## config.mk

```make
export PLATFORM = sky130hd
export DESIGN_NAME = int_controller_flat
export DESIGN_NICKNAME = d
export VERILOG_FILES = /design/src/rtl/int_controller_if.sv /design/src/rtl/int_controller.sv /design/src/flat_wrapper.sv
export SDC_FILE = /design/constraint.sdc
export NUM_CORES = 1
export LEC_CHECK = 0
export CAP_MARGIN = 10
export CORE_MARGIN = 1.5
export CORE_UTILIZATION = 40
export CTS_CLUSTER_DIAMETER = 80
export DETAILED_ROUTE_END_ITERATION = 16
export MAX_ROUTING_LAYER = met4
export PLACE_DENSITY = 0.77
export REMOVE_ABC_BUFFERS = 1
export SYNTH_ARGS = -nofsm -noshare
export SYNTH_HDL_FRONTEND = slang
export SYNTH_SLANG_ARGS = --single-unit
```

## constraint.sdc

```tcl
create_clock -name clk -period 2.2 [get_ports clk]
set_input_delay 0.55 -clock clk [delete_from_list [all_inputs] [get_ports clk]]
set_output_delay 0.55 -clock clk [all_outputs]
set_load 0.02 [all_outputs]
```

## src/rtl/int_controller_if.sv

```systemverilog
// rtl/int_controller_if.sv - bus, interrupt source and CPU handshake bundle for int_controller
interface int_controller_if #(
   parameter int WIDTH = 32,
   parameter int NSRC  = 8
);
   logic                    we;
   logic [WIDTH-1:0]        addr;
   logic [WIDTH-1:0]        wd;
   logic [WIDTH-1:0]        rd;
   logic [NSRC-1:0]         src;
   logic                    irq;
   logic [$clog2(NSRC)-1:0] irq_vec;
   logic                    irq_ack;

   modport master (output we, addr, wd, src, irq_ack, input rd, irq, irq_vec);
   modport slave  (input we, addr, wd, src, irq_ack, output rd, irq, irq_vec);
endinterface

```

## src/rtl/int_controller.sv

```systemverilog
// rtl/int_controller.sv - prioritised, maskable interrupt controller with edge/level sources
// and a single non-nesting service slot.
module int_controller #(
   parameter int WIDTH = 32,
   parameter int NSRC  = 8,
   parameter int BASE  = 'h8A
) (
   input logic clk,
   input logic rst,
   int_controller_if.slave bus
);
   localparam int VW = $clog2(NSRC);

   localparam logic [1:0] IDLE    = 2'd0;
   localparam logic [1:0] REQ     = 2'd1;
   localparam logic [1:0] SERVICE = 2'd2;

   logic [1:0]      state, state_n;
   logic [NSRC-1:0] imr, ipr, icr, isr, src_q, src_qq;
   logic [NSRC-1:0] ipr_n, isr_n, set_vec, active, vec_bit, wd_n;
   logic [VW-1:0]   vec, vec_n, low_idx;
   logic            sel_imr, sel_ipr, sel_icr, sel_isr, sel_eoi;
   logic            ack_take, eoi_take;

   assign sel_imr = (bus.addr == WIDTH'(BASE));
   assign sel_ipr = (bus.addr == WIDTH'(BASE + 1));
   assign sel_icr = (bus.addr == WIDTH'(BASE + 2));
   assign sel_isr = (bus.addr == WIDTH'(BASE + 3));
   assign sel_eoi = (bus.addr == WIDTH'(BASE + 4));
   assign wd_n    = NSRC'(bus.wd);

   // Edge sources raise once per rising edge of src_q; level sources raise every cycle src_q is high.
   assign set_vec = (icr & src_q & ~src_qq) | (~icr & src_q);
   assign active  = ipr & imr;
   assign vec_bit = NSRC'(1) << vec;

   always_comb begin
      low_idx = '0;
      for (int i = NSRC - 1; i >= 0; i--) begin
         if (active[i]) low_idx = VW'(i);
      end
   end

   always_comb begin
      state_n  = state;
      vec_n    = vec;
      ack_take = 1'b0;
      eoi_take = 1'b0;
      case (state)
         IDLE: begin
            if (|active) begin
               state_n = REQ;
               vec_n   = low_idx;
            end
         end
         REQ: begin
            if (bus.irq_ack) begin
               ack_take = 1'b1;
               state_n  = SERVICE;
            end else if (!(|(active & vec_bit))) begin
               state_n = IDLE;
            end
         end
         SERVICE: begin
            if (bus.we && sel_eoi) begin
               eoi_take = 1'b1;
               state_n  = IDLE;
            end
         end
         default: state_n = IDLE;
      endcase
   end

   // A new request beats a software W1C on the same bit; the acknowledge clear is applied last
   // so a still-high level source re-pends one cycle after the ack.
   always_comb begin
      ipr_n = ipr;
      if (bus.we && sel_ipr) ipr_n = ipr_n & ~wd_n;
      ipr_n = ipr_n | set_vec;
      if (ack_take) ipr_n = ipr_n & ~vec_bit;

      isr_n = isr;
      if (ack_take) isr_n = isr | vec_bit;
      if (eoi_take) isr_n = '0;
   end

   always_ff @(posedge clk) begin
      if (rst) begin
         imr    <= '0;
         ipr    <= '0;
         icr    <= '0;
         isr    <= '0;
         src_q  <= '0;
         src_qq <= '0;
         state  <= IDLE;
         vec    <= '0;
      end else begin
         src_q  <= bus.src;
         src_qq <= src_q;
         if (bus.we && sel_imr) imr <= wd_n;
         if (bus.we && sel_icr) icr <= wd_n;
         ipr    <= ipr_n;
         isr    <= isr_n;
         state  <= state_n;
         vec    <= vec_n;
      end
   end

   always_comb begin
      bus.rd = '0;
      if (sel_imr)      bus.rd = WIDTH'(imr);
      else if (sel_ipr) bus.rd = WIDTH'(ipr);
      else if (sel_icr) bus.rd = WIDTH'(icr);
      else if (sel_isr) bus.rd = WIDTH'(isr);
   end

   assign bus.irq     = (state == REQ);
   assign bus.irq_vec = vec;
endmodule

```

## src/flat_wrapper.sv

```systemverilog
// flat-port wrapper written by rule: the top's interface ports become plain ports
module int_controller_flat 
#(
   parameter int WIDTH = 32,
   parameter int NSRC  = 8,
   parameter int BASE  = 'h8A
)
  (clk, rst, bus_we, bus_addr, bus_wd, bus_src, bus_irq_ack, bus_rd, bus_irq, bus_irq_vec);
  int_controller_if #(.WIDTH(WIDTH), .NSRC(NSRC)) bus_i ();
  input logic clk;
  input logic rst;
  input wire logic [$bits(bus_i.we)-1:0] bus_we;
  input wire logic [$bits(bus_i.addr)-1:0] bus_addr;
  input wire logic [$bits(bus_i.wd)-1:0] bus_wd;
  input wire logic [$bits(bus_i.src)-1:0] bus_src;
  input wire logic [$bits(bus_i.irq_ack)-1:0] bus_irq_ack;
  output wire logic [$bits(bus_i.rd)-1:0] bus_rd;
  output wire logic [$bits(bus_i.irq)-1:0] bus_irq;
  output wire logic [$bits(bus_i.irq_vec)-1:0] bus_irq_vec;
  assign bus_i.we = bus_we;
  assign bus_i.addr = bus_addr;
  assign bus_i.wd = bus_wd;
  assign bus_i.src = bus_src;
  assign bus_i.irq_ack = bus_irq_ack;
  assign bus_rd = bus_i.rd;
  assign bus_irq = bus_i.irq;
  assign bus_irq_vec = bus_i.irq_vec;
  int_controller #(.WIDTH(WIDTH), .NSRC(NSRC), .BASE(BASE)) u_core (.clk(clk), .rst(rst), .bus(bus_i));
endmodule
```

### Yosys cells after proc, flatten, opt, wreduce, memory -nomap -nowiden

Index checks and enable logic that the tools add are counted.
Widths: inputs -> output; s select.

| cells by class | value |
|---|---|
| eq/ne operators | 10 |
| shifts and indexed selects | 1 |
| multiplexer cells | 23 |
| bitwise logic cells | 14 |
| reductions and logical operators | 10 |

Operators with widths:

| operator | number |
|---|---|
| $eq 32x8->1 const B | 5 |
| $mux 32 | 3 |
| $and 8x8->8 | 7 |
| $not 8->8 | 4 |
| $mux 3 | 8 |
| $mux 8 | 3 |
| $or 8x8->8 | 3 |
| $reduce_or 8->1 | 2 |
| $mux 2 | 4 |
| $shl 1x3->8 const A | 1 |
| $pmux 2 s3 | 1 |
| $logic_and 1x1->1 | 4 |
| $mux 1 | 4 |
| $ne 2x1->1 const B | 2 |
| $ne 3x3->1 const B | 1 |
| $reduce_and 3->1 | 1 |
| $eq 2x1->1 const B | 1 |
| $eq 2x2->1 const B | 1 |
| $logic_not 2->1 | 1 |
| $reduce_and 2->1 | 1 |
| $reduce_or 2->1 | 1 |

| storage, ports and cells | value |
|---|---|
| register bits after elaboration | 53 |
| input port bits | 76 |
| output and inout port bits | 36 |
| logic and storage cells | 66 |

### Logic depth before layout (Yosys ltp)

Gate-level depths: netlist (run 1).

| depth | value |
|---|---|
| depth in word-level cells | 9 |
| mapped depth | 6 |
| gate-level depth less buffers | 4 |

### Worst setup path before layout (run 1)

Ideal clock, no wire load.

| timing path | value |
|---|---|
| path kind | input to output |
| start | in bus_addr[5] |
| end | out bus_rd[0] |
| arrival time | 1829 ps |
| required time | 1650 ps |
| setup slack | -179 ps |
| stages on the path | 5 |
| path buffers | 1 |
| cell sequence | nor4b_4 > nand4b_4 > buf_2 > o22a_1 > nor2_1 |

| between the ends | value |
|---|---|
| cells in the longest elaborated chain, start to end | 5 |
| elaborated cells on any way between the ends | 8 |
| classes of those cells | 4 x eq/ne; 4 x mux |

RTL lines:

| element | line | source |
|---|---|---|
| start, declared | flat_wrapper.sv:13 | `input wire logic [$bits(bus_i.addr)-1:0] bus_addr;` |
| $eq 32x8->1 | int_controller.sv:28 | `assign sel_isr = (bus.addr == WIDTH'(BASE + 3));` |
| $mux 8 | int_controller.sv:114 | `else if (sel_isr) bus.rd = WIDTH'(isr);` |
| $mux 32 | int_controller.sv:113 | `else if (sel_icr) bus.rd = WIDTH'(icr);` |
| $mux 32 | int_controller.sv:112 | `else if (sel_ipr) bus.rd = WIDTH'(ipr);` |
| $mux 32 * | int_controller.sv:111 | `if (sel_imr) bus.rd = WIDTH'(imr);` |
| end, declared | flat_wrapper.sv:17 | `output wire logic [$bits(bus_i.rd)-1:0] bus_rd;` |

Every way passes the cells marked *; elsewhere a longest branch is shown, timed or not.

### Worst setup path after layout (run 1)

| timing path | value |
|---|---|
| start | in bus_addr[20] |
| end | out bus_rd[4] |

Same word-level chain as after synthesis.

==> impl_metrics.toml, run 1 <==
[layout]
antennaDiodeCount = 0
nets = 526
syn2layout_area_growth_pct = 47.2
drive_gt1_share_pct = 26.8
utilization_pct = 61.6
fin_area_sq_um = 4260

[drt]
drtIter0Drc = 334
viasPerCell = 5.63
num_vias = 3078
drt_wl_total_um = 9110
drt-pass1-iter-count = 5
route.detailed.drc = 0
wl_per_cell_um = 16.7
drtAntennaViolNets = 0

[timing]
setup_viol = 9
whs_ns = 0.487
rsz0062_at_grt = "yes"
hold_viol_final = 0
slew-limit-headroom_pct = 62.9
worstMarginPinSlew_ns = 0.550
fin_skew_ns = 0.00655
final.setup.worst_slack_ns = -0.173
slew_violations = 0
period_share_pct = 108
fmax_mhz = 421
period_minus_slack_ns = 2.37

[grt]
antenna_found_initial = 0
grt_pass1_wl_um = 14300
gr-total-overflow = 0
grt_pass1_vias = 2934
grtUsageTotal_pct = 24.7
grt_max_degree = 32

[outcome]
violations = "setup timing"
run_status = "complete, but fails checks"

[power]
peakVddDrop_mv = 0.279
power.density_nw_per_um2 = 458
power.leakage_nw = 1.68

[worst_setup_path]
critical_path_peak_fanout = 4
cp-start-kind = "primary input"
reg2reg_depth = 5
crit_family = "simple AND/OR/NAND/NOR gates"
slowest_delay_ns = 0.33
worst-path-stages = 7
cp_num_buf_inv = 3
cp_common_cell = "buf_6"
required_ns = 1.65
crit_chain = "dlygate4sd2_1 -> nor4_2 -> and2_4 -> nand2_8 -> buf_6 -> nor2_4 -> buf_6"
path_class = "primary input to output pin"
crit_slowest_cell = "nor4_2"
endpoint_kind = "output pin"
worstPathArrival_ns = 1.82

[yosys]
synth_fa_ha_area_share_pct = 0
synth_top_family_by_area = "simple AND/OR/NAND/NOR gates"
synth.area.top_cells = "dfxtp_1, buf_4, mux2i_1"
async_reset_ff_share_pct = 0
synthTopCellsByCount = "dfxtp_1, nand2_1, nor2_1, a21oi_1, buf_4"
avgSynthCellArea_sq_um = 8.74
ys_seq_area_share_pct = 36.7
synthXorXnorAreaFrac_pct = 0
synth_mux_area_share_pct = 6.31
yosysTopAreaCellShare_pct = 36.7
postSynthCellCount = 331
ys_ff_latch = 53
synth-edff-count = 0
synth-compound-area-share_pct = 18.9
yosysWarningCount = 0
yosysMostFrequentCell = "dfxtp_1"
yosysTopAreaCell = "dfxtp_1"
synth_area_sq_um = 2890
synthSimpleGateAreaFrac_pct = 28.2
synth_cell_types = 45
synth_flop_cell = "dfxtp_1"

[floorplan]
core_sq_um = 6910
ios = 112
initial_core_util_pct = 41.9
row_count = 30
die-area_sq_um = 7750
die_x_um = 88.0
die_y_um = 88.0

[clock_tree]
clock_latency_ns = 0.31
cts.path.max_buffers = 2
clkSlewWorstSetupHoldPaths_ns = 0.09
cts_inserted_buffers = 5
clock_sinks = 53
cts_max_level = 2
ctsHoldBuffers = 0
cts_root_buf = "clkbuf_8"
cts_tree = "yes"

[place]
gp_congestion = 0.898
dp_hpwl_um = 6020
port_buffers = 63
dp_slack_ns = -1.10
place_area_sq_um = 3840

[min_path]
hold_class = "flip-flop to flip-flop"
hold_depth = 2

[job]
max_cap_violations = 0
## power breakdown
group          internal (mW)  leakage [nW]  switching [mW]
Clock                  0.342        0.0554           0.326
Sequential             0.983         0.432          0.0174
Combinational          0.142          1.19           0.140
Total                   1.47          1.68           0.483
## tightest hold or removal path, cell delays in order, from the launching register on
cell and delay [ns]:
dfxtp_1 0.34, nor2_1 0.05, nor2_1 0.07
## stage by stage
| step | total power, mW | TNS, ns | instances |
|---|---|---|---|
| finish | 1.95 | -1.25 | 547 |
| floorplan | 1.11 | -2.71 | 312 |
| global placement | 1.28 | -11.82 | 518 |
| detailed placement | 1.29 | -13.53 | 518 |
| CTS | 1.94 | -1.09 | 545 |
| global route | 2.01 | -3.10 | 547 |
## layer usage
layer	share of wire, %	up-vias	routed length [um]	global-route usage (%)
met3	8.9	26	811	5.00
met2	48	195	4360	39.7
met4	2.5	0	226	7.81
li1	-	1430	-	-
met1	41	1427	3710	31.1
met5	0	-	0	-
## layout by cell type (no fill, tap or decap), types with 2 or more instances in the layout
master / count
buf_12: 2
nand2b_1: 3
buf_4: 58
nand4b_4: 2
nand4b_1: 2
buf_6: 15
nand2_8: 2
o21ai_0: 4
nor4_2: 3
nand4_1: 18
o41ai_1: 2
conb_1: 24
dlygate4sd2_1: 12
clkdlybuf4s50_1: 22
nor3_1: 4
nor4_4: 4
nand2_1: 27
o22a_1: 8
dfxtp_1: 53
a21oi_1: 27
buf_2: 9
or3_1: 8
nor2_1: 22
o31ai_1: 17
nand3_4: 2
nor2_4: 7
mux2i_1: 16
inv_1: 5
a31oi_1: 10
a32o_1: 2
clkbuf_8: 5
a22o_1: 4
clkdlybuf4s15_1: 7
nor2b_1: 17
nand3_1: 4
## path summary, 6_finish.rpt
path              slack (ns)                     to          start
setup / recovery       -0.17              bus_rd[4]   bus_addr[20]
hold / removal          0.49          u_core.isr[5]  u_core.isr[5]
setup reg to reg        0.58  u_core.bus.irq_vec[0]  u_core.ipr[1]
hold reg to reg         0.49          u_core.isr[5]  u_core.isr[5]
## cells by family (layout without fill, tap and decap cells)
group                  after synthesis  in the layout
flip-flops                          53             53
AND/OR/NAND/NOR                    134            136
AO/OA/AOI/OAI                       79             79
other                                1             24
buffers and inverters               47            142
multiplexers                        17             17
## layout make-up
class                           count  area, sq um
Clock inverter                      2         38.8
Sequential cell                    53         1060
Multi-Input combinational cell    256         1800
Inverter                            5         18.8
Timing Repair Buffer              129         1150
Tap cell                           96          120
Fill cell                         589         2650
Clock buffer                        6         72.6
## flip-flops by register name (all words and copies together), names as in the netlist
signal / flops
u_core.ipr: 8
u_core.state: 2
u_core.src_qq: 8
u_core.isr: 8
u_core.bus.irq_vec: 3
u_core.src_q: 8
u_core.icr: 8
u_core.imr: 8
## what timing repair did
| item | in CTS | in global routing |
|---|---|---|
| setup endpoints to repair | 8 | 29 |
| resized for setup | 148 | 10 |
| gates cloned | 3 | 0 |
| setup buffers | 16 | 4 |
| pin swaps | 24 | 20 |
Note: power is estimated with default switching activity, not from simulation.
==> run 2, diff against run 1 <==
--- a/config.mk
+++ b/config.mk
@@ -10,9 +10,11 @@
 export CORE_UTILIZATION = 40
 export CTS_CLUSTER_DIAMETER = 80
 export DETAILED_ROUTE_END_ITERATION = 16
+export HOLD_SLACK_MARGIN = 0.02
 export MAX_ROUTING_LAYER = met4
 export PLACE_DENSITY = 0.77
 export REMOVE_ABC_BUFFERS = 1
+export SLEW_MARGIN = 20
 export SYNTH_ARGS = -nofsm -noshare
 export SYNTH_HDL_FRONTEND = slang
 export SYNTH_SLANG_ARGS = --single-unit
==> results of run 2 <==
The final DEF is identical to that of run 1; final timing and power are the same.
==> run 3, diff against run 2 <==
--- a/config.mk
+++ b/config.mk
@@ -10,6 +10,7 @@
 export CORE_UTILIZATION = 40
 export CTS_CLUSTER_DIAMETER = 80
 export DETAILED_ROUTE_END_ITERATION = 16
+export GPL_ROUTABILITY_DRIVEN = 0
 export HOLD_SLACK_MARGIN = 0.02
 export MAX_ROUTING_LAYER = met4
 export PLACE_DENSITY = 0.77
==> run 3 against run 2 <==
Net effect:
- the flow still finishes with violations (setup timing)
- clock skew decreased by 0.0035 ns
- clock-buffer cell count unchanged
- clock power increased by 4.0%
- sequential cell count unchanged
- critical endpoint is now bus_rd[6]
- largest cell class unchanged
==> impl_metrics.toml, run 3 (same netlist as run 1, synthesis figures left out) <==
[outcome]
run_status = "complete, but fails checks"
violations = "setup timing"

[grt]
grt_pass1_vias = 2967
grt_max_degree = 28
gr-total-overflow = 0
grt_pass1_wl_um = 14300
grtUsageTotal_pct = 24.4
antenna_found_initial = 0

[timing]
rsz0062_at_grt = "yes"
whs_ns = 0.486
setup_viol = 8
slew-limit-headroom_pct = 65.4
fmax_mhz = 419
slew_violations = 0
period_share_pct = 108
final.setup.worst_slack_ns = -0.186
worstMarginPinSlew_ns = 0.512
period_minus_slack_ns = 2.39
fin_skew_ns = 0.00303
hold_viol_final = 0

[clock_tree]
clock_latency_ns = 0.31
cts_inserted_buffers = 5
clkSlewWorstSetupHoldPaths_ns = 0.10
cts_max_level = 2
clock_sinks = 53
cts.path.max_buffers = 2
cts_root_buf = "clkbuf_8"
cts_tree = "yes"

[worst_setup_path]
required_ns = 1.65
critical_path_peak_fanout = 7
cp-endpoint = "bus_rd[6]"
crit_slowest_cell = "nor4b_4"
worst-path-stages = 8
crit_family = "buffers and inverters"
r2r_setup_slack_ns = 0.55
cp-start-kind = "primary input"
slowest_delay_ns = 0.27
reg2reg_depth = 5
startpoint = "bus_addr[4]"
cp_num_buf_inv = 4
timing.rr.end = "u_core.bus.irq_vec[0]"
endpoint_kind = "output pin"
r2r_start = "u_core.ipr[1]"
cp_common_cell = "buf_6"
worstPathArrival_ns = 1.84
path_class = "primary input to output pin"
crit_chain = "buf_6 -> nor4b_4 -> buf_6 -> nand4b_4 -> buf_12 -> o22a_1 -> nor2_4 -> buf_6"

[power]
power.leakage_nw = 1.69
peakVddDrop_mv = 0.272
power.density_nw_per_um2 = 454

[layout]
fillers = 584
seq_area_sq_um = 1060
nets = 526
drive_gt1_share_pct = 27.7
antennaDiodeCount = 0
layout_commonest_cell = "buf_4"
mostFrequentLayoutCells = "buf_4, dfxtp_1, nand2_1"
syn2layout_area_growth_pct = 50.1
multi_input_area_sq_um = 1830

[drt]
route.detailed.drc = 0
drt_wl_total_um = 8900
viasPerCell = 5.66
drtAntennaViolNets = 0
wl_per_cell_um = 16.3
drt-pass1-iter-count = 5
num_vias = 3097
drtIter0Drc = 417

[min_path]
hold_depth = 2
hold_class = "flip-flop to flip-flop"

[floorplan]
die_y_um = 88.0
row_count = 30
die_x_um = 88.0
ios = 112
core_sq_um = 6910
die-area_sq_um = 7750
initial_core_util_pct = 41.9

[place]
dp_hpwl_um = 6060
dp_slack_ns = -1.12
port_buffers = 63

[job]
max_cap_violations = 0
## run 3: cell count changes in the layout (fill, tap and decap cells not counted), moves of 3 or more
cell / change
clkbuf_2: +3
dlygate4sd2_1: +5
buf_2: -6
buf_4: -4
## run 3: per-stage QoR
step	instance area, sq um	utilization (%)	TNS (ns)	std cells	total power, mW
detailed placement	3870	56.0	-13.44	521	1.29
floorplan	2720	-	-2.71	312	1.11
global route	4340	62.9	-1.80	547	2.04
finish	4340	62.9	-1.24	547	1.97
CTS	4240	61.4	-1.17	545	1.96
global placement	3870	56.0	-12.04	521	1.28
## run 3: power breakdown
group	leakage (nW)	switching (mW)	total, mW	internal (mW)
Clock	0.0574	0.325	0.695	0.370
Combinational	1.20	0.138	0.276	0.138
Sequential	0.432	0.0169	1.00	0.983
## run 3: cell type report
| class | instances | area share (%) |
|---|---|---|
| Inverter | 5 | 0.432 |
| Timing Repair Buffer | 130 | 27.5 |
| Sequential cell | 53 | 24.4 |
| Clock buffer | 6 | 1.90 |
| Tap cell | 96 | 2.77 |
| Clock inverter | 2 | 0.865 |
| Multi-Input combinational cell | 255 | 42.1 |
## run 3: layer usage
layer	track usage (%)	vias to the layer above	wire length, um
met3	4.71	37	984
met5	-	-	0
met1	31.2	1421	3380
met2	38.9	226	4260
li1	-	1413	-
met4	7.95	0	269
## run 3: what timing repair did
item	CTS	global route
resized for setup	138	20
hold buffers	0	0
setup buffers	15	2
pin swaps	24	19
setup endpoints to repair	8	39
cloned	1	1
## run 3: worst min-delay path by stage
stage,start,end,slack [ns]
floorplan,u_core.isr[0],u_core.isr[0],0.44
global placement,u_core.isr[7],u_core.isr[7],0.45
detailed placement,u_core.isr[7],u_core.isr[7],0.46
CTS,u_core.src_q[7],u_core.ipr[7],0.48
global route,u_core.src_q[6],u_core.ipr[6],0.50
finish,u_core.src_q[7],u_core.ipr[7],0.49
## run 3: worst min-delay path: stages (launching register included)
cell	delay, ns
dfxtp_1	0.33
nand2_1	0.05
a31oi_1	0.07
